`config.mk`:
```
export PLATFORM = sky130hd
export DESIGN_NAME = c2h_pattern_tx
export DESIGN_NICKNAME = d
export VERILOG_FILES = /design/src/rtl/c2h_pattern_tx_pkg.sv /design/src/rtl/c2h_pattern_tx.sv
export SDC_FILE = /design/constraint.sdc
export NUM_CORES = 1
export LEC_CHECK = 0
export CAP_MARGIN = 10
export CORE_UTILIZATION = 60
export CTS_CLUSTER_SIZE = 20
export DETAILED_ROUTE_END_ITERATION = 10
export DONT_BUFFER_PORTS = 1
export PLACE_DENSITY = 0.76
export SYNTH_ARGS = -nofsm -noshare
export SYNTH_HDL_FRONTEND = slang
export SYNTH_SLANG_ARGS = --single-unit
```
`constraint.sdc`:
```
create_clock -name user_clk -period 5.5 [get_ports user_clk]
set_clock_uncertainty 0.15 [all_clocks]
set_input_delay 1.65 -clock user_clk [delete_from_list [all_inputs] [get_ports user_clk]]
set_output_delay 1.65 -clock user_clk [all_outputs]
set_load 0.02 [all_outputs]
```
`src/rtl/c2h_pattern_tx_pkg.sv`:
```
`default_nettype none
// ============================================================================
//  Module  : dma_app_pkg
//  Brief   : Shared types and helpers for the C2H pattern transmitter:
//            FSM state encoding, lane/keep sizing helpers, last-beat tkeep.
//  Revision: 1.0 - initial release
// ============================================================================
package dma_app_pkg;

    // Transmitter FSM states
    typedef enum logic [1:0] {
        ST_IDLE = 2'd0,
        ST_SEND = 2'd1,
        ST_IRQ  = 2'd2
    } state_t;

    // Widest tkeep the helpers support (1024-bit stream)
    localparam int unsigned KEEP_MAX = 128;

    // Number of 32-bit pattern lanes in one beat (LANES)
    function automatic int unsigned lanes_of(input int unsigned data_width);
        return data_width / 32;
    endfunction

    // Shift converting a byte count to a beat count (KEEP_SHIFT)
    function automatic int unsigned keep_shift_of(input int unsigned nbytes);
        return $clog2(nbytes);
    endfunction

    // Last-beat tkeep: low rem bits set, or a full beat when rem is zero
    function automatic logic [KEEP_MAX-1:0] keep_mask(input int unsigned rem,
                                                      input int unsigned nbytes);
        logic [KEEP_MAX-1:0] m;
        m = '0;
        for (int unsigned i = 0; i < KEEP_MAX; i++) begin
            if ((rem == 0 && i < nbytes) || (rem != 0 && i < rem)) begin
                m[i] = 1'b1;
            end
        end
        return m;
    endfunction

endpackage
`default_nettype wire

```
`src/rtl/c2h_pattern_tx.sv`:
```
`default_nettype none
// ============================================================================
//  Module  : c2h_pattern_tx
//  Brief   : AXI4-Stream source for the XDMA C2H port. Emits frames of an
//            incrementing 32-bit word pattern of programmable byte length,
//            optionally followed by a user-interrupt handshake.
//  Revision: 1.0 - initial release
// ============================================================================
module c2h_pattern_tx
    import dma_app_pkg::*;
#(
    parameter int TCQ             = 1,
    parameter int DATA_WIDTH      = 128,
    parameter int IRQ_WIDTH       = 1,
    parameter int BYTE_BIT_ENABLE = DATA_WIDTH / 8,
    parameter int LEN_WIDTH       = 16
) (
    input  logic                       user_clk,
    input  logic                       user_rst,
    input  logic                       enable,
    input  logic                       irq_en,
    input  logic [LEN_WIDTH-1:0]       frame_bytes,
    output logic [DATA_WIDTH-1:0]      m_axis_c2h_tdata,
    output logic [BYTE_BIT_ENABLE-1:0] m_axis_c2h_tkeep,
    output logic                       m_axis_c2h_tlast,
    output logic                       m_axis_c2h_tvalid,
    input  logic                       m_axis_c2h_tready,
    output logic [IRQ_WIDTH-1:0]       irq_req,
    input  logic [IRQ_WIDTH-1:0]       irq_ack,
    output logic [31:0]                frame_cnt,
    output logic                       busy
);

    localparam int unsigned c_lanes      = lanes_of(DATA_WIDTH);
    localparam int unsigned c_keep_shift = keep_shift_of(BYTE_BIT_ENABLE);
    localparam logic [BYTE_BIT_ENABLE-1:0] c_keep_all = {BYTE_BIT_ENABLE{1'b1}};
    localparam logic [LEN_WIDTH:0] c_one = (LEN_WIDTH+1)'(1);
    localparam logic [LEN_WIDTH:0] c_two = (LEN_WIDTH+1)'(2);

    state_t                       r_state;
    logic [31:0]                  r_word_cnt;
    logic [31:0]                  r_frame_cnt;
    logic [LEN_WIDTH:0]           r_beats_left;
    logic [BYTE_BIT_ENABLE-1:0]   r_last_keep;
    logic [DATA_WIDTH-1:0]        r_tdata;
    logic [BYTE_BIT_ENABLE-1:0]   r_tkeep;
    logic                         r_tlast;
    logic                         r_tvalid;
    logic                         r_irq;

    logic [LEN_WIDTH:0]           w_len_round;
    logic [LEN_WIDTH:0]           w_beats;
    logic [c_keep_shift-1:0]      w_rem;
    logic [BYTE_BIT_ENABLE-1:0]   w_last_keep;
    logic [31:0]                  w_base;
    logic [DATA_WIDTH-1:0]        w_pattern;
    logic                         w_start;
    logic                         w_accept;

    // The clock-to-q parameter is kept for interface compatibility only
    logic [31:0] unused_tcq;
    assign unused_tcq = 32'(TCQ);

    // Frame geometry derived from the requested length at frame start
    assign w_len_round = {1'b0, frame_bytes} + (LEN_WIDTH+1)'(BYTE_BIT_ENABLE - 1);
    assign w_beats     = w_len_round >> c_keep_shift;
    assign w_rem       = frame_bytes[c_keep_shift-1:0];
    assign w_last_keep = BYTE_BIT_ENABLE'(keep_mask(32'(w_rem), BYTE_BIT_ENABLE));

    assign w_start  = enable && (frame_bytes != '0);
    assign w_accept = r_tvalid && m_axis_c2h_tready;

    // First beat of a frame uses the current word; later beats look one beat ahead
    assign w_base = (r_state == ST_IDLE) ? r_word_cnt : (r_word_cnt + 32'(c_lanes));

    for (genvar g = 0; g < c_lanes; g++) begin : g_lane
        assign w_pattern[32*g +: 32] = w_base + 32'(g);
    end

    if (IRQ_WIDTH > 1) begin : g_ack_upper
        logic unused_ack_upper;
        assign unused_ack_upper = ^irq_ack[IRQ_WIDTH-1:1];
    end

    // Frame sequencer: start, beat stepping under backpressure, IRQ handshake
    always_ff @(posedge user_clk) begin
        if (user_rst) begin
            r_state      <= ST_IDLE;
            r_word_cnt   <= '0;
            r_frame_cnt  <= '0;
            r_beats_left <= '0;
            r_last_keep  <= '0;
            r_tdata      <= '0;
            r_tkeep      <= '0;
            r_tlast      <= 1'b0;
            r_tvalid     <= 1'b0;
            r_irq        <= 1'b0;
        end else begin
            case (r_state)
                ST_IDLE: begin
                    if (w_start) begin
                        r_state      <= ST_SEND;
                        r_tvalid     <= 1'b1;
                        r_tdata      <= w_pattern;
                        r_beats_left <= w_beats;
                        r_last_keep  <= w_last_keep;
                        r_tlast      <= (w_beats == c_one);
                        r_tkeep      <= (w_beats == c_one) ? w_last_keep : c_keep_all;
                    end
                end
                ST_SEND: begin
                    if (w_accept) begin
                        r_word_cnt <= r_word_cnt + 32'(c_lanes);
                        if (r_tlast) begin
                            r_tvalid    <= 1'b0;
                            r_tlast     <= 1'b0;
                            r_frame_cnt <= r_frame_cnt + 32'd1;
                            if (irq_en) begin
                                r_state <= ST_IRQ;
                                r_irq   <= 1'b1;
                            end else begin
                                r_state <= ST_IDLE;
                            end
                        end else begin
                            r_beats_left <= r_beats_left - c_one;
                            r_tdata      <= w_pattern;
                            r_tlast      <= (r_beats_left == c_two);
                            r_tkeep      <= (r_beats_left == c_two) ? r_last_keep : c_keep_all;
                        end
                    end
                end
                ST_IRQ: begin
                    if (irq_ack[0]) begin
                        r_irq   <= 1'b0;
                        r_state <= ST_IDLE;
                    end
                end
                default: begin
                    r_state <= ST_IDLE;
                end
            endcase
        end
    end

    assign m_axis_c2h_tdata  = r_tdata;
    assign m_axis_c2h_tkeep  = r_tkeep;
    assign m_axis_c2h_tlast  = r_tlast;
    assign m_axis_c2h_tvalid = r_tvalid;
    assign irq_req           = IRQ_WIDTH'(r_irq);
    assign frame_cnt         = r_frame_cnt;
    assign busy              = (r_state != ST_IDLE);

endmodule
`default_nettype wire

```
-- After elaboration in Yosys (flattened, before gate mapping)
Cells that the tools add are included.
- flip-flop bits (word level): 246
- input port bits: 22
- output and inout bits: 180
- logic and storage cells: 139
- add/subtract/negate cells: 7
- $lt $le $gt $ge: 15
- equality and inequality tests: 10
- muxes and demuxes: 50
- reductions and logical operators: 47
- operators by type and width (operator ; number):
    128-bit 2-to-1 mux ; 3
    128-bit one-hot mux with 2 select lines ; 1
    16-bit 2-to-1 mux ; 5
    32-bit by 1-bit adder with 32-bit output, second input constant ; 2
    32-bit by 2-bit adder with 32-bit output, second input constant ; 2
    17-bit 2-to-1 mux ; 3
    17-bit one-hot mux with 2 select lines ; 1
    32-bit by 3-bit adder with 32-bit output, second input constant ; 1
    32-bit 2-to-1 mux ; 1
    16-bit one-hot mux with 2 select lines ; 1
    4-bit < comparator, first input constant ; 7
    1-bit 2-to-1 mux ; 26
    16-bit by 4-bit adder with 17-bit output, second input constant ; 1
    17-bit by 2-bit equality test with 1-bit output, second input constant ; 1
    1-bit logical AND ; 17
    17-bit by 1-bit subtractor with 17-bit output, second input constant ; 1
    3-bit by 4-bit < comparator with 1-bit output, first input constant ; 4
    16-bit nonzero test ; 1
    1-bit logical OR ; 15
    13-bit by 1-bit equality test with 1-bit output, second input constant ; 1
    2-bit != test, second input constant ; 6
    4-bit AND reduction ; 3
    2-bit 2-to-1 mux ; 5
    1-bit by 4-bit < comparator with 1-bit output, first input constant ; 2
    12 further kinds ; 19

-- Depth between registers and ports, before layout
- depth in word-level cells: 7
- gate-level depth with buffers: 8

-- Least setup slack after synthesis
No wires, ideal clock.
- path type: input to register
- from: input port frame_bytes[3]
- to: register r_tkeep[15], in the netlist m_axis_c2h_tkeep[15]
- setup time: 0.112 ns
- arrival time: 3.452 ns
- required time: 5.238 ns
- slack: 1.785 ns
- stages: 7
- cells stage by stage: buf_2 o41ai_2 buf_4 nor4_1 mux2i_1 nor3_1 a2111oi_1
- longest elaborated chain between the ends: 5
- elaborated cells on any way between the ends: 11
- those cells by class: 1 x add/sub; 2 x eq/ne; 4 x mux; 4 x reduce/logical
- ends and longest elaborated chain (item ; RTL line ; RTL):
    start, declared ; c2h_pattern_tx.sv:22 ; input logic [LEN_WIDTH-1:0] frame_bytes,
    16-bit by 4-bit adder with 17-bit output or 4-bit logical NOT (tied branches) ; - ;
    13-bit by 1-bit equality test with 1-bit output or 1-bit 2-to-1 mux (tied branches) ; c2h_pattern_tx.sv:108, c2h_pattern_tx_pkg.sv:36 ;
    16-bit 2-to-1 mux ; c2h_pattern_tx.sv:108 ; r_tkeep <= (w_beats == c_one) ? w_last_keep : c_keep_all;
    16-bit 2-to-1 mux ; c2h_pattern_tx.sv:101 ; if (w_start) begin
    16-bit one-hot mux with 2 select lines ; c2h_pattern_tx.sv:99 ; case (r_state)
    end signal, assigned ; c2h_pattern_tx.sv:108 ;
    end signal, assigned ; c2h_pattern_tx.sv:128 ; r_tkeep <= (r_beats_left == c_two) ? r_last_keep : c_keep_all;
    end, declared ; c2h_pattern_tx.sv:46 ; logic [BYTE_BIT_ENABLE-1:0] r_tkeep;
Several ways; a longest one is shown, not always the timed one. The select of a mux whose other input is x is not followed.
A chain may end at the register's enable or synchronous reset.

-- Worst setup path in the final report
- from: input port frame_bytes[1]
- to: register r_tdata[105], in the netlist m_axis_c2h_tdata[105]
- longest elaborated chain between the ends: 4
- ends and longest elaborated chain (item ; RTL line ; RTL):
    16-bit nonzero test ; c2h_pattern_tx.sv:70 ; assign w_start = enable && (frame_bytes != '0);
    1-bit logical AND ; c2h_pattern_tx.sv:70 ;
    2-bit != test (no source line) ; - ;
    4-bit AND reduction (no source line) ; - ;
    end signal, assigned ; c2h_pattern_tx.sv:104 ; r_tdata <= w_pattern;
    end signal, assigned ; c2h_pattern_tx.sv:126 ; r_tdata <= w_pattern;
    end, declared ; c2h_pattern_tx.sv:45 ; logic [DATA_WIDTH-1:0] r_tdata;
Every way passes these cells.

==> results.tsv <==
stage	metric	value	unit
outcome	status	finished clean	
pwr	Pwr Density	329	nW/um^2
grt	first-pass GRT wire length	29.7	mm
cells_and_area	Syn-to-layout area delta	-0.822	%
logic_synthesis	Yosys warnings	0	
worst_setup_path	worst reg2reg path depth	6	
cells_and_area	Layout Nets	929	
logic_synthesis	Post-synth EDFFs	0	
routing	DRT iter0 DRCs	534	
die	IO Pins	202	
cts	PostCTS Resize Cnt	0	
place	post-detail-place hpwl	12.2	mm
worst_setup_path	crit path capture type	flip-flop	
logic_synthesis	largest cells by area after synthesis	dfxtp_1 (36%), buf_4 (8.9%), xor2_1 (6.0%), nor2_1 (4.9%), xnor2_1 (3.8%)	
cells_and_area	ANT cells	0	
worst_setup_path	r2r setup slk	2.14	ns
grt	initial antenna violation count	1	
routing	routed vias/inst	6.04	
worst_hold_path	Hold Crit Class	reg2reg	
die	chip width	119	um
die	Site Rows	42	
place	Routability Congestion	0.865	
sta	Final Cycle Share	71.3	%
cts	maximum clock insertion buffer count	2	
grt	Remaining Overflow, GRT	0	
cts	Post-CTS Hold Fix Bufs	0	
sta	Final TNS setup	0	ns
logic_synthesis	sequential area share after synthesis	35.8	%
place	# port buffers	0	
routing	Final ANT Viol Nets	0	
logic_synthesis	top cell type's share of synthesized area	35.8	%
grt	number of global-route vias before repair	5935	
worst_hold_path	hold worst-path end	r_last_keep[14]	
pwr	Leak	2.72	nW
cts	H-tree Lvls	4	
sta	Final Hold Violating Endpoints	0	
sta	Hold Slack	0.298	ns
logic_synthesis	FF+latch count, synth	147	
logic_synthesis	Cell Area, Synth	8220	um^2
worst_hold_path	Hold Path Depth	2	
die	die height	119	um
worst_setup_path	largest fanout on the critical path	45	
cts	clk slew on worst S/H paths	0.06	ns
pwr	Max VDD drop	224	uV
cells_and_area	most frequent cells in the layout	dfxtp_1 (147), nor2_1 (107), nand2_1 (82)	
sta	Max-Slew Margin vs Limit	35.7	%
sta	Setup Viol. Count Final	0	
worst_setup_path	reg2reg end	m_axis_c2h_tdata[105]	
logic_synthesis	Gate Count Post-Synth	1035	
die	Die ar.	14200	um^2
cts	number of CTS-inserted buffers	17	
grt	gr usage total	26.2	%
cells_and_area	share of layout cells above drive strength 1	6.67	%
cells_and_area	most common cell after layout, fill and taps aside	dfxtp_1	
routing	wirelength, routed	18.3	mm
cts	Post-CTS Setup Bufs	0	
logic_synthesis	Top FF cell, synth	dfxtp_1	
cells_and_area	Final Core Density	61.3	%
logic_synthesis	syn avg cell area	7.94	um^2
cts	worst skew pair latency	0.44	ns
logic_synthesis	Synth cell types	63	
cts	CTS tree	done	
routing	Vias	6582	
logic_synthesis	Post-synth ARST share	0	%
sta	Slew Limit Fails	0	
worst_setup_path	worst flop-to-flop path startpoint	r_state[0]	
cts	Clock Sinks	147	
worst_hold_path	Hold Crit Start	r_last_keep[14]	
sta	worst slew pin tran	0.965	ns
die	initial core utilization	61.8	%
flow_run	# Max-Cap Violations	0	
worst_setup_path	CP arrival	4.10	ns
routing	TritonRoute pass-1 iters	5	
cts	clock root buffer	clkbuf_16	
worst_setup_path	startpoint types	primary input	
logic_synthesis	cell taking the most area after synthesis	dfxtp_1	
sta	RSZ-0062 raised after global routing	no	
worst_setup_path	Required @ worst endpoint	5.67	ns
routing	per-cell routed wire length	16.8	um
worst_setup_path	WS Path Type	in2reg	
die	CORE AREA	13300	um^2
sta	fin crit period	3.92	ns
sta	Fmax	0.255	GHz
grt	largest net degree at the start of global routing	119	
routing	drt drc	0	
## cell type report
cell class                      instances  area [um^2]
Clock buffer                           26          499
Timing Repair Buffer                   15          113
Fill cell                            1170         5140
Clock inverter                          4         72.6
Sequential cell                       147         2940
Inverter                               23         86.3
Tap cell                              176          220
Multi-Input combinational cell        699         4220
## routing by layer
| layer | vias up | global-route usage [%] | routed length [um] |
|---|---|---|---|
| met5 | - | 0 | 13 |
| met4 | 2 | 11.7 | 352 |
| met3 | 33 | 7.76 | 1190 |
| met2 | 175 | 43.5 | 8910 |
| met1 | 3096 | 31.0 | 7880 |
| li1 | 3276 | - | - |
## metrics by stage
| step | std cells | setup slack (ns) | instance area, um^2 | total power [mW] |
|---|---|---|---|---|
| after CTS | 1090 | 1.63 | 8150 | 2.70 |
| final | 1090 | 1.58 | 8150 | 2.69 |
| after global placement | 1060 | 1.21 | 7580 | 1.57 |
| after floorplan | 1038 | 1.79 | 8230 | 1.59 |
| after detailed placement | 1060 | 1.20 | 7580 | 1.57 |
| after global routing | 1090 | 1.48 | 8150 | 2.78 |
## kinds of logic (layout without fill, tap and decap cells)
| group | count (synthesis) | after routing | share of synthesized area (%) |
|---|---|---|---|
| xor+xnor | 92 | 92 | 9.80 |
| other cells | 1 | 4 | 0.0456 |
| compound gates | 179 | 179 | 13.7 |
| mux | 11 | 11 | 1.35 |
| buf+inv | 192 | 68 | 13.5 |
| flops | 147 | 147 | 35.8 |
| simple gates | 409 | 409 | 25.2 |
| fa+ha+maj | 4 | 4 | 0.609 |
## critical path, stage by stage
cell and delay (ns):
or4_1 0.92, o31a_2 0.82, buf_4 0.39, a211oi_1 0.31
## cell usage after synthesis, types with 5 or more instances
library cell and instances:
dfxtp_1 147, nor2_1 107, buf_4 98, nand2_1 82
a21oi_1 56, xor2_1 56, clkbuf_1 54, nand3_1 49
o21ai_0 48, nor3_1 40, xnor2_1 36, nand4_1 35
nor4_1 22, inv_1 21, buf_2 15, a211oi_1 14
nand4b_1 12, a31oi_1 11, mux2i_1 10, and2_1 8
and3_1 8, or3_1 8, and4_1 7, o32ai_1 7
o211ai_1 6, or4_1 6, a2111oi_0 5
## worst max path at each step
stage               cells after the start      startpoint               endpoint  slack, ns
floorplan                               7  frame_bytes[3]   m_axis_c2h_tkeep[15]       1.79
global placement                        5  frame_bytes[1]  m_axis_c2h_tdata[106]       1.21
detailed placement                      5  frame_bytes[1]   m_axis_c2h_tdata[95]       1.20
CTS                                     5  frame_bytes[1]   m_axis_c2h_tdata[95]       1.63
global route                            5  frame_bytes[0]  m_axis_c2h_tdata[105]       1.48
finish                                  4  frame_bytes[1]  m_axis_c2h_tdata[105]       1.58
## state kept, by name (all words and copies together) (netlist names)
name,count
r_beats_left,17
m_axis_c2h_tlast,1
r_last_keep,16
frame_cnt,32
m_axis_c2h_tvalid,1
irq_req,1
m_axis_c2h_tkeep,16
r_state,2
r_word_cnt,30
m_axis_c2h_tdata,31
## where the power goes
group / switching, mW / internal, mW
clock network: 0.427 / 0.710
registers: 0.167 / 1.12
logic: 0.163 / 0.0999
No activity file was read; power rests on OpenSTA's default activity.
